### src/rtl/relu_pkg.sv
// Shared constants, index types and reader state encoding for the ReLU layer readers.
package relu_pkg;

   localparam int RELU_NUM_MAPS   = 8;
   localparam int RELU_X          = 24;
   localparam int RELU_Y          = 24;
   localparam int RELU_DATA_WIDTH = 45;

   typedef logic [2:0] map_idx_t;
   typedef logic [4:0] row_idx_t;
   typedef logic [4:0] col_idx_t;

   typedef enum logic [1:0] {
      IDLE   = 2'd0,
      ENABLE = 2'd1,
      STREAM = 2'd2,
      DONE   = 2'd3
   } rsr_state_t;

endpackage

### src/rtl/relu_stream_reader_addr_counter.sv
// Nested map/row/col element counter, col fastest; saturates on the final element of a frame.
// Advances one element per cycle when adv is high; holds otherwise.
module rsr_addr_counter
   import relu_pkg::*;
#(
   parameter int NUM_MAPS = RELU_NUM_MAPS,
   parameter int MAP_X    = RELU_X,
   parameter int MAP_Y    = RELU_Y
) (
   input  logic       clk,
   input  logic       rst,
   input  logic       clr,
   input  logic       adv,
   output logic [2:0] map,
   output logic [4:0] row,
   output logic [4:0] col,
   output logic       map_last,
   output logic       frame_last
);

   localparam map_idx_t MAP_MAX = map_idx_t'(NUM_MAPS - 1);
   localparam row_idx_t ROW_MAX = row_idx_t'(MAP_X - 1);
   localparam col_idx_t COL_MAX = col_idx_t'(MAP_Y - 1);

   assign map_last   = (row == ROW_MAX) && (col == COL_MAX);
   assign frame_last = map_last && (map == MAP_MAX);

   always_ff @(posedge clk) begin
      if (!rst || clr) begin
         map <= '0;
         row <= '0;
         col <= '0;
      end else if (adv && !frame_last) begin
         if (col == COL_MAX) begin
            col <= '0;
            if (row == ROW_MAX) begin
               row <= '0;
               map <= map + 1'b1;
            end else begin
               row <= row + 1'b1;
            end
         end else begin
            col <= col + 1'b1;
         end
      end
   end

endmodule

### src/rtl/relu_stream_reader.sv
// Starts the ReLU layer, waits for done, then streams every element of the frame out.
// One element per cycle with out_ready high; output register and rd_* hold under backpressure.
module relu_stream_reader
   import relu_pkg::*;
#(
   parameter int NUM_MAPS   = RELU_NUM_MAPS,
   parameter int MAP_X      = RELU_X,
   parameter int MAP_Y      = RELU_Y,
   parameter int DATA_WIDTH = RELU_DATA_WIDTH
) (
   input  logic                  clk,
   input  logic                  rst,
   input  logic                  start,
   output logic                  busy,
   output logic                  relu_enable,
   input  logic                  relu_done,
   output logic [2:0]            rd_map,
   output logic [4:0]            rd_row,
   output logic [4:0]            rd_col,
   input  logic [DATA_WIDTH-1:0] rd_data,
   output logic                  out_valid,
   input  logic                  out_ready,
   output logic [DATA_WIDTH-1:0] out_data,
   output logic [2:0]            out_map,
   output logic                  out_map_last,
   output logic                  out_last,
   output logic                  stream_done,
   output logic                  err_neg,
   output logic                  err_done_lost
);

   rsr_state_t state;
   logic       pending;
   logic       capture;
   logic       advance;
   logic       map_last;
   logic       frame_last;

   assign capture = !out_valid || out_ready;
   assign advance = (state == STREAM) && capture && pending;

   rsr_addr_counter #(
      .NUM_MAPS (NUM_MAPS),
      .MAP_X    (MAP_X),
      .MAP_Y    (MAP_Y)
   ) u_addr (
      .clk        (clk),
      .rst        (rst),
      .clr        (state == IDLE),
      .adv        (advance),
      .map        (rd_map),
      .row        (rd_row),
      .col        (rd_col),
      .map_last   (map_last),
      .frame_last (frame_last)
   );

   always_ff @(posedge clk) begin
      if (!rst) begin
         state         <= IDLE;
         pending       <= 1'b0;
         busy          <= 1'b0;
         relu_enable   <= 1'b0;
         out_valid     <= 1'b0;
         out_data      <= '0;
         out_map       <= '0;
         out_map_last  <= 1'b0;
         out_last      <= 1'b0;
         stream_done   <= 1'b0;
         err_neg       <= 1'b0;
         err_done_lost <= 1'b0;
      end else begin
         stream_done <= 1'b0;
         case (state)
            IDLE: begin
               if (start) begin
                  state         <= ENABLE;
                  busy          <= 1'b1;
                  relu_enable   <= 1'b1;
                  err_neg       <= 1'b0;
                  err_done_lost <= 1'b0;
               end
            end
            ENABLE: begin
               if (relu_done) begin
                  state   <= STREAM;
                  pending <= 1'b1;
               end
            end
            STREAM: begin
               if (!relu_done)
                  err_done_lost <= 1'b1;
               if (out_valid && out_ready && out_last) begin
                  state        <= DONE;
                  out_valid    <= 1'b0;
                  out_last     <= 1'b0;
                  out_map_last <= 1'b0;
                  relu_enable  <= 1'b0;
                  stream_done  <= 1'b1;
               end else if (capture && pending) begin
                  out_valid    <= 1'b1;
                  out_data     <= rd_data;
                  out_map      <= rd_map;
                  out_map_last <= map_last;
                  out_last     <= frame_last;
                  if (rd_data[DATA_WIDTH-1])
                     err_neg <= 1'b1;
                  if (frame_last)
                     pending <= 1'b0;
               end else if (out_ready) begin
                  out_valid <= 1'b0;
               end
            end
            DONE: begin
               state <= IDLE;
               busy  <= 1'b0;
            end
            default: state <= IDLE;
         endcase
      end
   end

endmodule

### config.mk
export PLATFORM = sky130hd
export DESIGN_NAME = relu_stream_reader
export DESIGN_NICKNAME = d
export VERILOG_FILES = /design/src/rtl/relu_pkg.sv /design/src/rtl/relu_stream_reader_addr_counter.sv /design/src/rtl/relu_stream_reader.sv
export SDC_FILE = /design/constraint.sdc
export NUM_CORES = 1
export LEC_CHECK = 0
export ABC_AREA = 1
export CAP_MARGIN = 20
export CORE_MARGIN = 2
export CORE_UTILIZATION = 48
export DETAILED_ROUTE_END_ITERATION = 16
export PLACE_DENSITY = 0.94
export REMOVE_ABC_BUFFERS = 1
export SLEW_MARGIN = 30
export SYNTH_ARGS = -nofsm -noshare
export SYNTH_HDL_FRONTEND = slang
export SYNTH_HIERARCHICAL = 1
export SYNTH_SLANG_ARGS = --single-unit
export TNS_END_PERCENT = 10
### constraint.sdc
create_clock -name clk -period 2.6 [get_ports clk]
set_input_delay 0.52 -clock clk [delete_from_list [all_inputs] [get_ports clk]]
set_output_delay 0.52 -clock clk [all_outputs]
set_load 0.005 [all_outputs]
==> results.toml <==
[sta]
report.final.setup_viol = 0
slew-limit-headroom_pct = 72.2
fin_setup_tns_ns = 0
timing_max_transition_violations_final = 0
tightest_slew_ns = 0.417
timing.clock.skew_ns = 0.00524
rsz_0062_raised_after_global_routing = "false"
timing.fmax_mhz = 529
finalHoldViolCount = 0
timing.final.crit_share_pct = 72.7
period_needed_ns = 1.89

[cts]
tritoncts = "yes"
clkSlewWorstSetupHoldPaths_ns = 0.07
worst_skew_pair.late_latency_ns = 0.34
postcts_setup_bufs = 0
cts-hold-fix-buffers = 0
ctsRootBufferMaster = "clkbuf_8"
numClockSinks = 72
cts_h_tree_depth = 3
cts_resized = 0
ctsLongestPathBuffers = 2
number_of_cts_inserted_buffers = 9

[routing]
viasPerCell = 5.27
detail_route.first_pass.iterations = 4
routed_wire_length_per_instance_um = 14.8
antenna_left = 0
number_of_remaining_drc_errors = 0
dr.first_iter.drc_count = 120
num_vias = 3108
detail_route.wirelength_mm = 8.72

[synthesis]
average_instance_area_after_synthesis_um2 = 8.05
post_synth_top_area_cell = "dfxtp_1"
synth_enable_flop_cells = 0
list_of_most_frequent_post_synthesis_cells = "72 x dfxtp_1, 63 x nor2_1, 48 x o21ai_1"
postSynthRegisterBits = 72
synth_top_area_share_pct = 45.4
synth_ff_type = "dfxtp_1"
postSynthCellCount = 394
synth_area_um2 = 3170
yosys-top-cells-area = "dfxtp_1 45%, o21ai_1 7.6%, nor2_1 7.5%"
synth-warning-count = 6
synthDistinctLibCells = 30
seq_area_frac_synth_pct = 45.4
proportion_of_synthesized_flip_flops_having_asynchronous_set_or_reset_pct = 0
count_leader_synth = "dfxtp_1"

[global_routing]
grt_antenna_before_repair = 0
global_route_wire_length_before_repair_mm = 14.4
grt.total_usage_pct = 24.5
grt_max_degree = 38
first_global_vias = 3060
globalRoute.totalOverflow = 0

[placed_design]
place.gp.congestion = 0.887
detailedPlacementHpwl_mm = 6.24
io_buffer_count = 118

[layout]
antenna_cells = 0
post_route_cells_drive_above_1_share_pct = 11.1
multi_input_comb_area_um2 = 1480
ff_latch_area_um2 = 1440
final_net_count = 567
layout-area-overhead-vs-synth_pct = 43.1
num-fill-cells = 467

[worst_setup_path]
crit_path_max_incr_delay_ns = 0.56
critPathSlowestCell = "clkdlybuf4s50_1"
worstPathRequired_ns = 2.08
path_buf_inv = 1
worst_path_dominant_cell_family = "buffers and inverters"
crit_type = "flop to output pin"
crit_path_cell_chain = "clkdlybuf4s50_1"
setup.worst_path.start = "u_addr/col[2]$_SDFFE_PP0N_"
slack_of_the_worst_reg_to_reg_path_ns = 0.71
regToRegStartpoint = "state[0]$_SDFFE_PN0P_"
crit_path_end_kind = "output pin"
worstPathArrival_ns = 1.37
timing.critical_path.from_type = "flop"
critical_path.max_fanout = 7

[die]
initial_core_util_pct = 49.7
core-area_um2 = 6390
floorplan.die_area_um2 = 7280
dieWidth_um = 85.3
top_level_ports = 119
die_height_um = 85.3
placement_rows = 29

[pwr]
leakage_nw = 1.76
cellPowerDensity_nw_per_um2 = 631
report.power.total_mw = 2.87
ir_drop_uv = 388

[job]
max_cap_violations = 0

[worst_hold_path]
min_from = "err_neg$_SDFFE_PN0P_"
timing.hold.worst.class = "flop to flop"

[run_status]
status = "finished clean"
-- logic make-up after synthesis --
family | after synthesis | share of synthesized area (%)
compound gates | 77 | 12.3
flops | 72 | 45.4
buf+inv | 51 | 7.93
xor+xnor | 3 | 0.828
fa+ha+maj | 8 | 3.15
simple gates | 183 | 30.3
-- cells in the final DEF, fill, tap and decap left out, types with 7 or more instances in the layout --
cell / netlist / routed
a21oi_1: 19 / 19
buf_4: 9 / 8
clkbuf_8: 0 / 11
clkdlybuf4s50_1: 0 / 118
dfxtp_1: 72 / 72
ha_1: 8 / 8
inv_1: 27 / 27
nand2_1: 36 / 36
nand3_1: 15 / 15
nand4_1: 7 / 7
nor2_1: 63 / 63
nor3_1: 29 / 29
nor3_2: 20 / 20
o21ai_0: 8 / 8
o21ai_1: 48 / 48
-- per-stage QoR --
step / hold WS, ns / util (%) / cells / cell area, um2 / setup slack [ns]
final: 0.459 / 71.1 / 590 / 4540 / 0.709
after CTS: 0.462 / 71.1 / 590 / 4540 / 0.690
after global placement: 0.446 / 68.4 / 575 / 4370 / 0.480
after global routing: 0.494 / 71.1 / 590 / 4540 / 0.568
after floorplan: 0.439 / - / 372 / 3030 / 0.417
after detailed placement: 0.451 / 68.4 / 575 / 4370 / 0.404
-- worst paths after layout --
kind         depth (start not counted)                    endpoint
max                                  1                   rd_col[2]
min reg2reg                          2        err_neg$_SDFFE_PN0P_
max reg2reg                          7  u_addr/map[1]$_SDFFE_PP0P_
min                                  2        err_neg$_SDFFE_PN0P_
-- per-layer routing --
| layer | share of wire, % | global-route usage (%) | wire, um | up-vias |
|---|---|---|---|---|
| met5 | 0 | 0 | 0 | - |
| met4 | 2.2 | 10.5 | 195 | 0 |
| met3 | 10 | 10.3 | 874 | 18 |
| met2 | 47 | 40.8 | 4110 | 128 |
| met1 | 41 | 27.4 | 3540 | 1427 |
| li1 | - | - | - | 1535 |
-- state kept, by name, indices dropped and copies added (netlist names) --
name,count
busy,1
err_done_lost,1
err_neg,1
out_data,45
out_last,1
out_map,3
out_map_last,1
out_valid,1
pending,1
relu_enable,1
state,2
stream_done,1
u_addr/col,5
u_addr/map,3
u_addr/row,5
-- area by class of cell --
cell class                 instances  area share [%]
clock inverter                     3           0.386
clock buffer                      12            3.42
multi-input combinational        271            32.6
sequential                        72            31.7
inverter                          29            2.40
timing repair buffer             126            27.3
tap                               77            2.12
-- power by group --
part | leakage [nW] | switching (mW) | total [mW] | internal (mW)
clock | 0.0882 | 0.392 | 0.782 | 0.390
combinational | 1.09 | 0.480 | 0.830 | 0.350
sequential | 0.582 | 0.0583 | 1.25 | 1.19
total | 1.76 | 0.931 | 2.87 | 1.94
(Power assumes the default switching activity.)
